<file path="src/rtl/chacha_pkg.sv">
// chacha_pkg: shared types, ChaCha20 "expand 32-byte k" constants and FSM states
package chacha_pkg;
    typedef logic [31:0] word_t;
    typedef word_t [3:0][3:0] matrix_t;
    localparam word_t CHACHA_CONST [4] = '{32'h6170_7865, 32'h3320_646e, 32'h7962_2d32, 32'h6b20_6574};
    typedef enum logic [1:0] {S_IDLE, S_LOAD, S_WAIT, S_STREAM} state_t;
endpackage

</file>
<file path="src/rtl/chacha_state_assemble.sv">
// chacha_state_assemble: maps key, nonce and block counter onto the 4x4 ChaCha20 input state
module chacha_state_assemble
    import chacha_pkg::*;
(
    input  logic [255:0] key,
    input  logic [95:0]  nonce,
    input  word_t        counter,
    output matrix_t      matrix
);
    always_comb begin
        for (int i = 0; i < 4; i++) begin
            matrix[0][i] = CHACHA_CONST[i];
            matrix[1][i] = key[32*i +: 32];
            matrix[2][i] = key[32*(i+4) +: 32];
        end
        matrix[3][0] = counter;
        for (int i = 0; i < 3; i++) matrix[3][i+1] = nonce[32*i +: 32];
    end
endmodule

</file>
<file path="src/rtl/chacha_keystream_xor.sv">
// chacha_keystream_xor: drives the ChaCha20 block core and XORs each captured
// keystream block into a valid/ready word stream, stepping the block counter.
module chacha_keystream_xor
    import chacha_pkg::*;
#(
    parameter logic [31:0] INIT_CTR_MAX = 32'hFFFF_FFFF
) (
    input  logic         clk,
    input  logic         rst_n,
    input  logic         start,
    input  logic [255:0] key,
    input  logic [95:0]  nonce,
    input  logic [31:0]  init_counter,
    output matrix_t      core_matrix,
    output logic         core_set,
    input  matrix_t      core_block,
    input  logic         core_ready,
    input  logic         din_valid,
    output logic         din_ready,
    input  logic [31:0]  din_data,
    input  logic         din_last,
    output logic         dout_valid,
    input  logic         dout_ready,
    output logic [31:0]  dout_data,
    output logic         dout_last,
    output logic         busy,
    output logic [31:0]  blk_counter,
    output logic         ovf_err
);
    state_t       state, state_d;
    logic [255:0] key_q;
    logic [95:0]  nonce_q;
    matrix_t      ks;
    logic [3:0]   idx;
    logic         xfer, blk_end, at_max;

    chacha_state_assemble u_assemble (
        .key     (key_q),
        .nonce   (nonce_q),
        .counter (blk_counter),
        .matrix  (core_matrix)
    );

    assign xfer    = din_valid && din_ready;
    assign blk_end = xfer && !din_last && idx == 4'hf;
    assign at_max  = blk_counter == INIT_CTR_MAX;

    always_ff @(posedge clk or negedge rst_n) begin
        if (!rst_n) state <= S_IDLE;
        else        state <= state_d;
    end

    always_comb begin
        state_d = state;
        case (state)
            S_IDLE:   state_d = start ? S_LOAD : S_IDLE;
            S_LOAD:   state_d = S_WAIT;
            S_WAIT:   state_d = core_ready ? S_STREAM : S_WAIT;
            S_STREAM: state_d = !xfer ? S_STREAM :
                                (din_last || (blk_end && at_max)) ? S_IDLE :
                                blk_end ? S_LOAD : S_STREAM;
            default:  state_d = S_IDLE;
        endcase
    end

    always_comb begin
        core_set  = state == S_LOAD;
        busy      = state != S_IDLE;
        din_ready = state == S_STREAM && (!dout_valid || dout_ready);
    end

    // the counter only moves at a block boundary, so core_matrix holds from LOAD to capture
    always_ff @(posedge clk or negedge rst_n) begin
        if (!rst_n) begin
            key_q       <= '0;
            nonce_q     <= '0;
            blk_counter <= '0;
            ovf_err     <= 1'b0;
            ks          <= '0;
            idx         <= '0;
            dout_valid  <= 1'b0;
            dout_data   <= '0;
            dout_last   <= 1'b0;
        end else begin
            if (state == S_IDLE && start) begin
                key_q       <= key;
                nonce_q     <= nonce;
                blk_counter <= init_counter;
                ovf_err     <= 1'b0;
            end
            if (state == S_WAIT && core_ready) begin
                ks  <= core_block;
                idx <= '0;
            end
            if (xfer) begin
                dout_data  <= din_data ^ ks[idx[3:2]][idx[1:0]];
                dout_last  <= din_last;
                dout_valid <= 1'b1;
                idx        <= idx + 4'd1;
            end else if (dout_ready) begin
                dout_valid <= 1'b0;
            end
            if (blk_end && at_max)  ovf_err     <= 1'b1;
            if (blk_end && !at_max) blk_counter <= blk_counter + 32'd1;
        end
    end
endmodule

</file>
<file path="config.mk">
export PLATFORM = sky130hd
export DESIGN_NAME = chacha_keystream_xor
export DESIGN_NICKNAME = d
export VERILOG_FILES = /design/src/rtl/chacha_pkg.sv /design/src/rtl/chacha_state_assemble.sv /design/src/rtl/chacha_keystream_xor.sv
export SDC_FILE = /design/constraint.sdc
export NUM_CORES = 2
export LEC_CHECK = 0
export ABC_AREA = 1
export ABC_CLOCK_PERIOD_IN_PS = 2200
export BUFFER_PORTS_ARGS = -buffer_cell sky130_fd_sc_hd__buf_2
export CAP_MARGIN = 20
export CORE_AREA = 2 2 596 598
export CTS_CLUSTER_SIZE = 40
export DETAILED_ROUTE_END_ITERATION = 16
export DIE_AREA = 0 0 598 600
export MAX_ROUTING_LAYER = met4
export PLACE_DENSITY_LB_ADDON = 0.12
export SLEW_MARGIN = 20
export SYNTH_ARGS = -nofsm -noshare
export SYNTH_HDL_FRONTEND = slang
export SYNTH_SLANG_ARGS = --single-unit
</file>
<file path="constraint.sdc">
create_clock -name clk -period 2.2 [get_ports clk]
set_input_delay 0.11 -clock clk [delete_from_list [all_inputs] [get_ports clk]]
set_output_delay 0.11 -clock clk [all_outputs]
set_load 0.02 [all_outputs]
</file>
Word-level counts from Yosys, hierarchy flattened:

Index checks and enable logic that the tools add are counted.

* register bits: 937
* word-level logic and storage cells: 72
* output and inout bits: 582
* bits of input ports: 935
* bits in latches: 0
* bits in writable memories: 0
* ROM bits: 0
* memories: 0

* reduce and logical (&&, ||, !) cells: 19
* add/subtract/negate cells: 2
* divide/modulo/power cells: 0
* shift-type cells: 0
* multiplexer cells: 18
* multiply operators: 0
* bitwise logic cells: 1
* equal/unequal tests: 5
* order comparisons: 2

Operator list (number)
* binary-select mux 128 bit (select 2 bit): 1
* two-way mux 128 bit: 1
* two-way mux 32 bit: 3
* binary-select mux 32 bit (select 2 bit): 1
* adder 32 x 1 -> 32 bit, second input constant: 1
* equality test 32 bit, second input constant: 1
* XOR 32 bit: 1
* nonzero test 2 bit: 5
* logical AND 1 bit: 8
* two-way mux 4 bit: 2
* case mux 2 bit (4 select lines): 1
* less-than comparator 2 x 3 -> 1 bit, second input constant: 2
* two-way mux 1 bit: 6
* two-way mux 2 bit: 3
* adder 4 x 1 -> 4 bit, second input constant: 1
* equality test 2 bit, second input constant: 2
* equality test 4 bit, second input constant: 1
* logical NOT 1 bit: 3
* equality test 2 x 1 -> 1 bit, second input constant: 1
* logical NOT 2 bit: 1
* logical OR 1 bit: 2

Depth between registers and ports, before layout:

* depth after elaboration: 11
* gate-level depth with buffers: 12

Modules after synthesis:

A second synthesis with hierarchy kept.

* cell total of the unflattened synthesis: 5919
* area total of the unflattened synthesis: 45900.3 um^2

Modules (own cells, without submodules)
* chacha_keystream_xor: sequential area each 23447.5 um^2, cells each 5405, times used 1, area an instance 42049.1 um^2
* chacha_state_assemble: sequential area each 0.0 um^2, cells each 514, times used 1, area an instance 3851.2 um^2

Worst setup path after synthesis:

Ideal clock, no wire load.

* kind: flip-flop to flip-flop
* from: register blk_counter[1]
* to: register blk_counter[8]
* period minus slack after synthesis: 1.818 ns
* arrival time: 1.686 ns
* stages on the path, launching flop included: 12
* buffers on the path: 1
* setup slack: 0.382 ns
* cell sequence: dfrtp_1 ha_1 nand2_2 nor2_2 nand2_2 nor2_4 nand2_4 nand2_8 inv_2 buf_4 o21ai_1 o211ai_1

* cells in the longest elaborated chain, start to end: 4

RTL lines
* start: declaration: RTL line chacha_keystream_xor.sv:27 `output logic [31:0] blk_counter,`
* start signal: assignment: RTL line chacha_keystream_xor.sv:88 `blk_counter <= init_counter;`
* start signal: assignment: RTL line chacha_keystream_xor.sv:104 `if (blk_end && !at_max) blk_counter <= blk_counter + 32'd1;`
* parallel branches: the longest is 4 deep, another holds adder 32 x 1 -> 32 bit

Parallel ways; which one is timed is not known.
A chain may end at the register's enable or synchronous reset.

Worst setup path in the final report:

* from: register idx[2]
* to: register dout_data[14]

* cells in the longest elaborated chain, start to end: 5

RTL lines
* start: declaration: RTL line chacha_keystream_xor.sv:34 `logic [3:0] idx;`
* start signal: assignment: RTL line chacha_keystream_xor.sv:99 `idx <= idx + 4'd1;`
* binary-select mux 128 bit (select 2 bit): RTL line chacha_keystream_xor.sv:96 `dout_data <= din_data ^ ks[idx[3:2]][idx[1:0]];`
* two-way mux 128 bit (implied by the code): RTL line chacha_keystream_xor.sv:96
* binary-select mux 32 bit (select 2 bit): RTL line chacha_keystream_xor.sv:96
* two-way mux 32 bit (implied by the code): RTL line chacha_keystream_xor.sv:96
* XOR 32 bit: RTL line chacha_keystream_xor.sv:96
* end signal: assignment: RTL line chacha_keystream_xor.sv:96
* end: declaration: RTL line chacha_keystream_xor.sv:24 `output logic [31:0] dout_data,`

No other way between the ends. The select of a mux whose other input is x is not followed.

==> summary.md <==
| Metric | Value |
|---|---|
| FF+latch count, synth | `937` |
| Final Critical Period | `2019 ps` |
| HP Class | `in -> reg` |
| Mapped Cells | `about 5,600` |
| CP delay by family, top | `simple AND/OR/NAND/NOR gates` |
| Final std cells w/o fill | `around 13,000` |
| Startpoint Class | `flop` |
| PD cells | `between 1000 and 1500 nW/um^2` |
| Reg2reg end | `dout_data[14]` |
| PortBufs | `1,388` |
| Critical-path cell list | `inv_8 -> buf_12 -> buf_4 -> nand2_1 -> nand3_1 -> nand3_1 -> nand3_1 -> nand3_1 -> nand3_1 -> nand2_1` |
| Post-synth ARST share | `between 90% and 100%` |
| HPWL reported at the end of detailed placement | `around 230,000 um` |
| Outcome | `completed` |
| DRT iter0 DRCs | `around 2,700` |
| Most frequent cells in the layout | `nand2_1 (1,881), buf_2 (1,387), dlygate4sd3_1 (1,271)` |
| Initial antenna violation count | `approximately 150` |
| Reg area | `about 23,000 um^2` |
| Inst Count DP | `around 11,000` |
| Endpoints failing setup | `0` |
| Vias | `roughly 47,000` |
| CP peak stage delay | `550 ps` |
| EDFF count, synth | `0` |
| Total clock sinks | `around 940` |
| Max Root-Sink Buffers | `4` |
| Syn Area/Cell | `around 7.8 um^2` |
| GRT Util Overall | `15.93%` |
| FF-to-FF Start | `idx[2]` |
| WHS | `~70 ps` |
| Floorplan core area | `roughly 350,000 um^2` |
| RSZ-0062 raised after global routing | `no` |
| Synthesized cell area | `approximately 43,000 um^2` |
| Layout Skew | `approximately 100 ps` |
| Ports | `about 1,500` |
| CP Buf/Inv Count | `3` |
| Root buffer cell | `clkbuf_16` |
| Drc violations | `0` |
| Final ANT Viol Nets | `0` |
| Worst Path Max Fanout | `24` |
| Routed WL per cell | `around 22 um` |
| Die Footprint | `358,800 um^2` |
| Maximum vdd drop | `approximately 0.00062 V` |
| Worst hold endpoint | `nonce_q[81]` |
| DR pass1 iterations | `7` |
| Initial Util | `12.31%` |
| CP dominant cell by count | `nand3_1` |
| Hold_sp | `nonce[81]` |
| Routed wire length | `about 290,000 um` |
| Final Hold Vio Count | `0` |
| Max-cap violations | `0` |
| CTS buffer count | `about 140` |
| Fin crit share | `91.79%` |
| Clock Latency Late Sink | `between 800 and 900 ps` |
| Slew Limit Headroom | `approximately 23%` |
| Clock H-tree levels | `4` |
| Worst setup slack after layout | `180.6 ps` |
| Area occupied by multi-input gates | `between 15,000 and 20,000 um^2` |
| Post-synth top flop | `dfrtp_1` |
| Leak | `between 30 and 40 nW` |
| Maximum clock rate | `about 0.5 GHz` |
| Pre-CTS WS | `-338.0 ps` |
| Sequential area share after synthesis | `54.12%` |
| Layout area overhead | `71.33%` |
| Synthesis Warnings | `0` |
| CP max stage cell | `dfrtp_4` |
| Worst Path Required | `~2900 ps` |
| GRT Residual Overflow | `0` |
| Vias in the first global route | `48,120` |
| R2R Setup Slk | `180 ps` |
| CP Class | `reg -> reg` |
| Cells on Worst Hold Path | `4` |
| Commonest non-fill, non-tap cell in the layout | `nand2_1` |
| Clock slew seen by the registers of the worst setup and hold paths | `~60 ps` |
| Rows | `roughly 220` |
| Worst-Margin Slew | `roughly 1200 ps` |
| Netlist cell types | `37` |
| Crit path DAT | `between 2000 and 3000 ps` |
| DR vias/cell | `between 3 and 4` |
| Setup crit end kind | `flop` |
| TritonCTS clock tree | `done` |
| Die W | `around 600 um` |
| Worst r2r path cells | `10` |
| Pin count of the biggest net entering global routing | `159` |
| Slew Limit Fails | `0` |
| Final estimated routing congestion in global placement | `between 0.8 and 0.9` |
| Global-route wire length before repair | `a little under 400,000 um` |
| Layout cells sized above 1 | `22.46%` |
| Filler instances | `approximately 40,000` |
| Die height | `~600 um` |
| Post-layout net count | `9,206` |
[metrics by stage]
step                TNS [ps]  utilization, %  cell area, um^2  power [mW]
global placement      -384.6           16.09            56610       71.71
CTS                        0           21.05            74070       98.70
floorplan                  0               -            43800       52.30
detailed placement    -338.0           16.09            56610       71.71
global route               0           21.08            74190       103.6
finish                     0           21.10            74230       96.40
[registers in the layout (all words and copies together), names as in the netlist]
name	count
blk_counter	32
key_q	256
dout_last	1
dout_data	32
idx	4
state	2
ks	512
ovf_err	1
dout_valid	1
nonce_q	96
[what timing repair did]
action                                  4_1_cts  5_1_grt
endpoints found under the setup margin        3       21
hold endpoints to repair                   1553        0
pin swaps                                     0        1
resized for setup                             4        1
buffers inserted                              0        2
hold buffers                               1272        0
[final cells by class]
cell class              instances  area share (%)
diodes                         59          0.1989
clock buffers                 196           5.410
clock inverters                44          0.9220
inverters                     575           2.948
multi-input cells            3707           20.96
flip-flops and latches        937           31.61
well taps                    4620           7.787
repair buffers               2906           30.17
[tightest hold or removal path: stages]
cell           delay (ps)
dlygate4sd3_1         520
buf_2                 100
nand2_1                50
nand2_1                60
[per-layer routing]
metal,vias up,track usage (%),part of all wire [%]
li1,22370,-,-
met3,449,2.576,4.7
met4,0,4.113,3.0
met2,1354,25.74,47
met5,-,-,0
met1,22840,20.59,45
[synth_stat cells, types with 3 or more instances]
library cell	n	area (um^2)
a21oi_1	513	2567
buf_1	30	112.6
buf_2	173	865.8
buf_4	177	1329
clkbuf_1	93	349.1
dfrtp_1	937	23450
inv_1	569	2136
inv_2	4	15.01
nand2_1	1882	7064
nand2_2	3	18.77
nand3_1	545	2728
nand3b_1	11	82.58
nand4_1	3	18.77
nor2_1	562	2110
nor2_2	3	18.77
nor3_1	4	20.02
o211ai_1	6	45.04
o21ai_0	15	75.07
o21ai_1	7	35.03
xnor2_1	5	43.79
xor2_1	4	35.03
[worst max-delay path by stage]
stage / from / to / slack (ps) / depth (start not counted)
floorplan: blk_counter[1] / blk_counter[8] / 380 / 11
global placement: state[1] / state[0] / -380 / 9
detailed placement: state[1] / state[0] / -340 / 9
CTS: state[1] / busy / 5 / 3
global route: idx[3] / dout_data[8] / 40 / 10
finish: idx[2] / dout_data[14] / 180 / 10
[cell families after synthesis]
family | Yosys count | synth area share, %
and+or+nand+nor | 3019 | 28.01
buffers and inverters | 1050 | 11.17
DFF | 937 | 54.12
AOI/OAI and AO/OA | 547 | 6.393
xor gates and xnor gates | 9 | 0.1819
adders and majority gates | 2 | 0.05775
other | 2 | 0.01733
muxes | 2 | 0.05198
[power by group]
group | internal [mW] | switching [mW]
Combinational | 14.5 | 29.3
Clock | 14.2 | 9.69
Sequential | 25.2 | 3.41
Total | 54.0 | 42.4
Note: power is estimated with default switching activity, not from simulation.
